<file path="config.mk">
export PLATFORM = sky130hd
export DESIGN_NAME = moving_sum_accumulator
export DESIGN_NICKNAME = d
export VERILOG_FILES = /design/src/rtl/moving_sum_accumulator.sv
export SDC_FILE = /design/constraint.sdc
export NUM_CORES = 1
export LEC_CHECK = 0
export CAP_MARGIN = 20
export CORE_ASPECT_RATIO = 1.5
export CORE_MARGIN = 1
export CORE_UTILIZATION = 51
export DETAILED_ROUTE_END_ITERATION = 12
export PLACE_DENSITY = 0.88
export SYNTH_ARGS = -nofsm -noshare
export SYNTH_HDL_FRONTEND = slang
export SYNTH_SLANG_ARGS = --single-unit
</file>
<file path="constraint.sdc">
create_clock -name clk -period 3.9 [get_ports clk]
set_input_delay 0.585 -clock clk [delete_from_list [all_inputs] [get_ports clk]]
set_output_delay 0.585 -clock clk [all_outputs]
set_load 0.05 [all_outputs]
</file>
<file path="src/rtl/moving_sum_accumulator.sv">
// Boxcar moving sum of the last WINDOW accepted samples, fed by an external WINDOW-deep delay line.
// Optional rounded mean output o_mean is built only when MOVING_SUM_MEAN_EN is defined.
module moving_sum_accumulator #(
  parameter int WIDTH  = 10,
  parameter int WINDOW = 10,
  parameter bit SIGNED = 1'b0,
  localparam int SUM_W = WIDTH + $clog2(WINDOW + 1)
) (
  input  logic             clk,
  input  logic             reset,
  input  logic             i_valid,
  input  logic [WIDTH-1:0] i_data,
  input  logic             d_valid,
  input  logic [WIDTH-1:0] d_data,
  output logic             o_valid,
  output logic [SUM_W-1:0] o_sum,
  output logic             o_full,
  output logic             o_err
`ifdef MOVING_SUM_MEAN_EN
  ,
  output logic [WIDTH-1:0] o_mean
`endif
);

  localparam int               CNT_W   = $clog2(WINDOW + 1);
  localparam logic [CNT_W-1:0] WIN_CNT = CNT_W'(WINDOW);

  function automatic logic signed [SUM_W-1:0] ext(input logic [WIDTH-1:0] v);
    logic sx;
    sx = SIGNED & v[WIDTH-1];
    return {{(SUM_W - WIDTH){sx}}, v};
  endfunction

`ifdef MOVING_SUM_MEAN_EN
  localparam int                       MEAN_W   = SUM_W + 2;
  localparam bit                       IS_POW2  = ((WINDOW & (WINDOW - 1)) == 0);
  localparam int                       LOG2_W   = $clog2(WINDOW);
  localparam logic signed [MEAN_W-1:0] WIN_DIV  = MEAN_W'(WINDOW);
  localparam logic signed [MEAN_W-1:0] WIN_HALF = MEAN_W'(WINDOW / 2);

  // floor((s + WINDOW/2) / WINDOW): half-up, i.e. half toward +inf for signed sums
  function automatic logic [WIDTH-1:0] round_mean(input logic signed [SUM_W-1:0] s);
    logic signed [MEAN_W-1:0] t;
    logic signed [MEAN_W-1:0] q;
    t = {{2{SIGNED & s[SUM_W-1]}}, s};
    t = t + WIN_HALF;
    if (IS_POW2) begin
      q = t >>> LOG2_W;
    end else begin
      q = t / WIN_DIV;
      if ((t < 0) && ((q * WIN_DIV) != t)) q = q - MEAN_W'(1);
    end
    return q[WIDTH-1:0];
  endfunction
`endif

  logic signed [SUM_W-1:0] acc_p1;
  logic        [CNT_W-1:0] cnt_p1;
  logic                    vld_p1;
  logic                    full_p1;
  logic                    err_p1;

  logic signed [SUM_W-1:0] add_p0;
  logic signed [SUM_W-1:0] sub_p0;
  logic signed [SUM_W-1:0] acc_nxt_p0;
  logic        [CNT_W-1:0] cnt_nxt_p0;
  logic                    win_full_p0;
  logic                    align_err_p0;

  // Stage p0: combinational update from the current beat and the delayed sample
  always_comb begin
    add_p0       = ext(i_data);
    sub_p0       = d_valid ? ext(d_data) : '0;
    acc_nxt_p0   = acc_p1 + add_p0 - sub_p0;
    win_full_p0  = (cnt_p1 == WIN_CNT);
    cnt_nxt_p0   = win_full_p0 ? cnt_p1 : cnt_p1 + CNT_W'(1);
    // the delay line must present a valid sample exactly once the window is full
    align_err_p0 = i_valid ? (d_valid != win_full_p0) : d_valid;
  end

  // Stage p1: registered sum, fill state and sticky alignment error
  always_ff @(posedge clk) begin
    if (reset) begin
      acc_p1  <= '0;
      cnt_p1  <= '0;
      vld_p1  <= 1'b0;
      full_p1 <= 1'b0;
      err_p1  <= 1'b0;
    end else begin
      vld_p1 <= i_valid;
      if (align_err_p0) err_p1 <= 1'b1;
      if (i_valid) begin
        acc_p1  <= acc_nxt_p0;
        cnt_p1  <= cnt_nxt_p0;
        full_p1 <= (cnt_nxt_p0 == WIN_CNT);
      end
    end
  end

`ifdef MOVING_SUM_MEAN_EN
  logic [WIDTH-1:0] mean_p1;

  always_ff @(posedge clk) begin
    if (reset) begin
      mean_p1 <= '0;
    end else if (i_valid) begin
      mean_p1 <= round_mean(acc_nxt_p0);
    end
  end

  assign o_mean = mean_p1;
`endif

  assign o_valid = vld_p1;
  assign o_sum   = acc_p1;
  assign o_full  = full_p1;
  assign o_err   = err_p1;

endmodule

</file>
==> summary by stage, run 1 <==
Status
The run finished with clean final reports.

Critical path
The critical path data arrival time is ~3700 ps. The worst setup path is launched from an input port. The classification of the worst setup path is in -> reg. In this run the critical register-to-register path is launched from o_sum[3]$_SDFFE_PP0P_.

The type of element capturing the critical path is a flip-flop. The required time at the worst-slack endpoint is 4050 ps. In this run the worst setup path begins at d_valid. Of all nets on the critical path, the largest fanout is 11.

GRT
The number of global-route vias before repair is between 1.5k and 2k. The global-route wire length before repair is about 6400 um. Entering global routing, the biggest net connects 25 pins. The number of antenna violations at the first check in global routing was 0. In the global route stage, overall resource usage came out at 21.7%. Summed over all layers, the global routing overflow is 0.

Floorplanning
The number of top-level pins is between 40 and 50. The core area is between 3000 and 4000 um^2. The height of the die is approximately 76 um. Row generation in the floorplan step produced 26 rows. Measured along the x axis, the die boundary spans 51.2 um. The die covers approximately 3900 um^2. The initial utilization of the core area, before any placement, comes to between 50% and 60%.

Synthesis
The synthesized netlist contains 40 unique library cells. In the synthesized netlist the async set-or-reset flop fraction comes to 0%. The post-synthesis instance area is roughly 1900 um^2. The net count after synthesis is between 200 and 300. Ranked by total cell area, the synthesized netlist is headed by dfxtp_1 23%, fa_1 11%, ha_1 11%.

Summed over its instances, the top area cell type makes up a little under a quarter of the synthesized netlist area. The fraction of the yosys area taken by sequential cells is roughly 23%. In the post-synthesis netlist, the cell with the most instances is inv_1.

The number of enable flip-flop cells after synthesis is 0. The cell type with the highest aggregate area in the netlist is dfxtp_1. The number of storage elements in the synthesis netlist is 21. The commonest cells after synthesis are 48 x inv_1, 23 x nor2_1, 21 x dfxtp_1.

The number of warnings issued by yosys is 0. The most instantiated flip-flop cell in the synthesis netlist is dfxtp_1. The average instance in the mapped netlist occupies approximately 7.8 um^2. The cell count after synthesis is approximately 240.

STA
The number of max-slew violations in the final report is 0. Final hold analysis gives a worst-case slack of 475 ps. The number of setup violations in the final report is 0. The number of hold violations in the final report is 0. After layout, the worst path uses about nine tenths of the clock period. After routing, the total negative slack on setup checks comes to 0 ps. The achievable frequency is between 0.2 and 0.3 GHz. The slew of the pin with the lowest slew margin is about 530 ps. For the final database, setup skew stands at 2.71 ps. Headroom to the max-slew limit came out at between 60 and 70%. Setup repair after global routing left no endpoint under its margin. The final critical delay including setup and external delays is 3500 ps.

Cells and area
The share of layout cells above drive strength 1 is ~3.6%. The sequential cell area is around 420 um^2. The net count of the finished layout is 329.

The filler cell count in the final layout is a little under 300. The area of all placed cells without fillers is roughly 2300 um^2. The antenna diode instance count is 0. The layout overhead on the synthesized area is 26.6%. The multi-input logic area is approximately 1200 um^2.

Clock network
The number of resized instances in the post-cts repair step is 0. The number of hold buffers added after CTS was 0. The total number of clock tree sinks is 21. After clock tree synthesis, the setup repair step added 0 buffers. In this run the number of H-tree levels came out at 1. The clock root buffer is clkbuf_8. The clock buffer count from CTS is 3. Clock latency on the worst-skew pair, taken at its later pin, is 270 ps. TritonCTS built the clock tree.

After clock tree synthesis, the clock-pin slew on the worst setup and hold paths is 80 ps. The maximum count of clock buffers along a single path is 2.

Power and ir drop
VDD sags by at most approximately 410 uV. The power density over the cells is about 680 nW/um^2. Summed over all cells, the static leakage comes to between 1 and 1.5 nW.

Detailed routing
The total routed wirelength is between 3000 and 4000 um. The vias after detailed routing is roughly 1.7k. In the final routed layout, each cell accounts on average for 12.3 um. The per-cell via count in the routed design is ~5.3. The final antenna-violating net count is 0. The first detailed-routing pass ran for 4 iterations.

The number of DRC violations after detailed routing is 0. For this block, the initial DRC count from the detailed router was 38.

Placed design
The global placement routability congestion is 0.884. The placed standard-cell area is 2300 um^2. The total half-perimeter wirelength after legalization and detailed placement is around 3100 um. Buffers placed on the I/O ports in this run total 40.

Worst hold path
The tightest min-delay check is of the reg -> reg type. The startpoint of the lowest-slack hold path is o_sum[8]$_SDFFE_PP0P_.

Job
The number of max-cap violations is 0.
## sequential cells by signal (all words and copies together), names as in the netlist
name     cells
o_sum       14
o_valid      1
cnt_p1       4
o_err        1
o_full       1
## critical path, cell delays in order
cell and delay, ps:
clkdlybuf4s50_1 610, and2_1 250, fa_1 480, inv_1 40, ha_1 350, a21o_1 210, a21oi_2 200, a21oi_2 100
o21bai_1 210, mux2i_1 250, mux2_1 350
## worst paths after layout
| path | slack [ps] | to | cells after the start |
|---|---|---|---|
| worst max-delay path | 400 | o_sum[13]$_SDFFE_PP0P_ | 11 |
| worst max register to register | 1140 | o_sum[13]$_SDFFE_PP0P_ | 10 |
| worst min-delay path | 480 | o_sum[8]$_SDFFE_PP0P_ | 2 |
| worst min register to register | 480 | o_sum[8]$_SDFFE_PP0P_ | 2 |
## report_power, final
group	internal, mW	switching, mW	leakage [nW]
Sequential	0.269	0.0424	0.173
Combinational	0.454	0.672	0.865
Clock	0.0723	0.0764	0.0217
Total	0.795	0.791	1.06
## metal layers
| metal | GRT usage, % | wire length, um |
|---|---|---|
| met5 | 0 | 0 |
| met4 | 10.5 | 69 |
| met3 | 1.40 | 110 |
| met2 | 40.1 | 2120 |
| met1 | 25.0 | 1650 |
## through the flow
step | setup WS, ps | power, mW | instances | util [%]
after global placement | 243 | 1.39 | 316 | 66.6
after detailed placement | 133 | 1.43 | 316 | 66.6
after CTS | 401 | 1.59 | 320 | 68.0
after floorplan | 870 | 1.16 | 238 | -
after global routing | 254 | 1.72 | 320 | 68.0
final | 395 | 1.59 | 320 | 68.0
## cells in the final DEF (no fill, tap or decap), types with 4 or more instances in the layout
| cell | count |
|---|---|
| dfxtp_1 | 21 |
| fa_1 | 10 |
| nand2_1 | 16 |
| inv_1 | 48 |
| a211oi_1 | 5 |
| a21oi_1 | 12 |
| mux2i_1 | 5 |
| nor2b_1 | 4 |
| nand3_1 | 8 |
| o21ai_0 | 7 |
| xnor2_1 | 7 |
| and2_1 | 10 |
| nor2_1 | 23 |
| ha_1 | 16 |
| clkdlybuf4s50_1 | 40 |
## cells by family after synthesis
group / after synthesis / share of synthesized area [%]
fa+ha+maj: 26 / 21.6
flops: 21 / 22.7
compound gates: 45 / 16.1
simple gates: 77 / 20.9
buf+inv: 54 / 11.0
xor+xnor: 9 / 4.26
mux: 6 / 3.31
## layout make-up
type	instances	share of cell area [%]
repair buffers	42	17.7
multi-input cells	163	52.3
well taps	42	2.24
inverters	48	7.68
flip-flops and latches	21	17.9
clock buffers	3	1.76
clock inverters	1	0.320
(Power assumes the default switching activity.)
==> run 2: changes to the inputs <==
Settings changed: ABC_AREA set to 1, CAP_MARGIN 20 to unset, CORE_UTILIZATION 51 to 52.
==> run 2 against run 1 <==
  * Critical path depth grew 2
  * Critical endpoint is now o_sum[7]$_SDFFE_PP0P_
  * Clock skew grew 1.7 ps
  * Highest routed layer unchanged
  * First-iteration DRC count grew 29%
  * Cell count grew 28%
==> summary by stage, run 2 <==
STA
The tightest slew margin relative to the limit is roughly 54%. The worst-case clock skew is around 4.4 ps. The achievable frequency is between 0.3 and 0.4 GHz.

The final critical delay including setup and external delays is 3030 ps. The number of hold violations in the final report is 0. The number of max-slew violations in the final report is 0. The final total negative setup slack is 0 ps.

Setup violations remaining at the end of the flow were counted as 0. The ratio of final minimum period to clock period is 77.8%. At the pin with the least slew margin, the transition time is 687 ps. Setup repair after global routing left no endpoint under its margin.

Clock network
Clock-pin slew was measured on the worst setup and hold paths at ~90 ps. Clock tree synthesis inserted a total of 3 buffers. No sink is reached through more buffers than the 2 on the longest clock path. The clock net in this run drives a total of 21 sinks. TritonCTS built the clock tree. Buffers inserted to repair hold after CTS numbered 0. The number of setup buffers added after CTS is 0. Post-CTS repair changed the size of 0 cells. The worst-skew pair later-pin latency is 260 ps. The clock root buffer is clkbuf_8. The maximum level of the CTS H-tree is 1.

Cells and area
The number of flip-flops under the largest register name is 14. The filler cell count in the final layout is 340. The layout overhead on the synthesized area is 23.0%. Leaving out fill and tap cells, the most frequent cells in the layout are 103 x inv_1, 74 x nand2_1, 40 x clkdlybuf4s50_1. Cells with a size suffix above 1 make up under 10% of the layout.

Once layout is done, the placed cells without fillers occupy 2510 um^2. The antenna diode instance count is 0. The net count of the finished layout is around 420. The commonest non-fill, non-tap cell in the layout is inv_1.

Floorplanning
From left edge to right edge, the die measures 53.2 um. The number of top-level pins is 41. From bottom edge to top edge, the die measures between 70 and 80 um. Once the floorplan was initialized, standard cells occupied between 50% and 60% of the core. The number of standard-cell rows in the floorplan is 27. The core area is ~3700 um^2. The floorplan step defined a die boundary enclosing 4190 um^2.

Synthesis
The most frequently used cell type in the post-synthesis netlist is inv_1. Synthesis produced between 300 and 400 cells. Summed over all instances, the cell type with the most area after synthesis is dfxtp_1. The number of warnings issued by yosys is 0.

In the synthesized netlist the async set-or-reset flop fraction comes to 0%. After synthesis, the most frequently instantiated cells are 103 x inv_1, 74 x nand2_1, 24 x a21oi_1. The most instantiated flip-flop cell in the synthesis netlist is dfxtp_1. Each instance of the synthesized netlist takes up on average between 6 and 7 um^2. Counting flops with a built-in enable in the synthesized netlist gives 0.

The post-synthesis instance area is 2040 um^2. The number of different library cells used by synthesis comes to 24. Synthesis produced a netlist with a net count of ~380. In this run the biggest area consumer among cell types represents about 21% of the synthesized area.

The fraction of the yosys area taken by sequential cells is 20.6%. The number of storage elements in the synthesis netlist is 21. Ranked by total cell area, the synthesized netlist is headed by dfxtp_1 21%, inv_1 19%, nand2_1 14%.

Detailed routing
The wire length per cell is about 11 um. The first routing iteration left between 40 and 50 violations. The number of search-and-repair iterations in the first detailed-routing pass is 4. The total routed wirelength is 4580 um. Using the TritonRoute via totals, the vias-per-cell ratio works out to about 5.

In this run the remaining antenna-violating nets after routing total 0. After detailed routing, the number of remaining DRC violations is 0. The vias after detailed routing is around 2.0k.

Worst hold path
The path with the worst hold slack has its endpoint at o_full$_SDFFE_PP0P_. The worst hold path begins at o_full$_SDFFE_PP0P_. The worst hold path was traced through 2 stages. The min-delay analysis places its worst path in the category reg -> reg.

Critical path
The endpoint of the lowest-slack register-to-register path is o_sum[8]$_SDFFE_PP0P_. The required time at the worst-slack endpoint is about 4000 ps. For the worst setup path, the data arrival time is between 3000 and 4000 ps. The depth of the worst register-to-register path is 13. The biggest fanout along the worst timing path is 12.

The startpoint identified for the worst register-to-register timing path is o_sum[5]$_SDFFE_PP0P_. STA classifies the critical path endpoint as a flip-flop. The register-to-register setup slack is roughly 1600 ps. The worst setup path is launched from an input port.

The setup path with the least slack is of type in -> reg.

Job
The number of max-cap violations is 0.

Placed design
Routability-driven placement finished with a final weighted congestion of roughly 0.91. Summed over all nets, the half-perimeter wirelength after detailed placement is ~3700 um. Port buffering added 40 buffers. The placed standard-cell area is between 2000 and 2500 um^2.

Power and ir drop
The leakage power is 1.45 nW. Across the VDD grid, the largest voltage drop is around 320 uV. For this design the ratio of total power to cell area is approximately 500 nW/um^2. The total chip power is roughly 1.3 mW.

GRT
The number of antenna violations at the first check in global routing is 0. The global-route wire length before repair is 8020 um. The global router's overall resource usage is between 20% and 30%. The number of global-route vias before repair came to around 2.0k. The pin count of the biggest net entering global routing is 26. The total overflow left after global routing is 0.

Status
The run finished with clean final reports.
## run 2: cell count changes in the layout (fill, tap and decap cells not counted), moves of 7 or more
cell and delta:
nand2_1 +58, inv_1 +55, a21oi_1 +12, nand3_1 +11, and2_1 -10, nor2_1 -7
## run 2: worst max path at each step
stage          startpoint                      to  slack, ps  cells after the start
2_1_floorplan     d_valid   o_sum[8]$_SDFFE_PP0P_       1320                     13
3_3_place_gp      d_valid  o_sum[12]$_SDFFE_PP0P_        650                     16
3_5_place_dp      d_valid  o_sum[12]$_SDFFE_PP0P_        600                     16
4_1_cts           d_valid  o_sum[12]$_SDFFE_PP0P_        870                     16
5_1_grt           d_valid   o_sum[9]$_SDFFE_PP0P_        620                     15
6_report          d_valid   o_sum[7]$_SDFFE_PP0P_        870                     13
## run 2: cell type report
class                      instances  area (um^2)  share of cell area [%]
multi-input combinational        198         1200                    48.0
sequential                        21          420                    16.7
timing repair buffer              40          400                    15.9
inverter                         103          387                    15.4
tap                               43         53.8                    2.14
clock buffer                       3         41.3                    1.64
clock inverter                     1         5.00                   0.199
## run 2: worst max-delay path: stages
cell             delay, ps
clkdlybuf4s50_1        650
nand2_1                150
inv_1                   70
fa_1                   470
inv_1                   40
ha_1                   370
a21oi_1                210
nand2_1                150
nand2_1                 90
nand2_1                 60
xor2_1                 130
o21ai_0                140
inv_1                   60
## run 2: where the power goes
part / internal [mW] / switching, mW
Combinational: 0.308 / 0.529
Clock: 0.0713 / 0.0795
Sequential: 0.248 / 0.0225
## run 2: cells by family (layout without fill, tap and decap cells)
kind of cell | count (synthesis) | after routing | share of synthesized area [%]
buffers and inverters | 109 | 147 | 20.4
and+or+nand+nor | 124 | 124 | 25.8
AOI/OAI and AO/OA | 41 | 41 | 10.6
DFF | 21 | 21 | 20.6
xor gates and xnor gates | 7 | 7 | 3.00
adders and majority gates | 26 | 26 | 19.6
## run 2: per-stage QoR
stage	worst slack [ps]	hold slack (ps)	std cells	util [%]
2_1_floorplan	1320	494	328	-
3_3_place_gp	652	454	405	66.4
3_5_place_dp	602	464	405	66.4
4_1_cts	869	483	409	67.6
5_1_grt	624	500	409	67.6
6_report	867	479	409	67.6
## run 2: per-layer routing
| layer | routed length, um | GRT usage [%] | vias up | share of wire, % |
|---|---|---|---|---|
| li1 | - | - | 1047 | - |
| met1 | 1810 | 25.0 | 896 | 40 |
| met2 | 2530 | 48.0 | 49 | 55 |
| met3 | 116 | 2.30 | 14 | 2.5 |
| met4 | 121 | 13.7 | 0 | 2.6 |
| met5 | 0 | 0 | - | 0 |
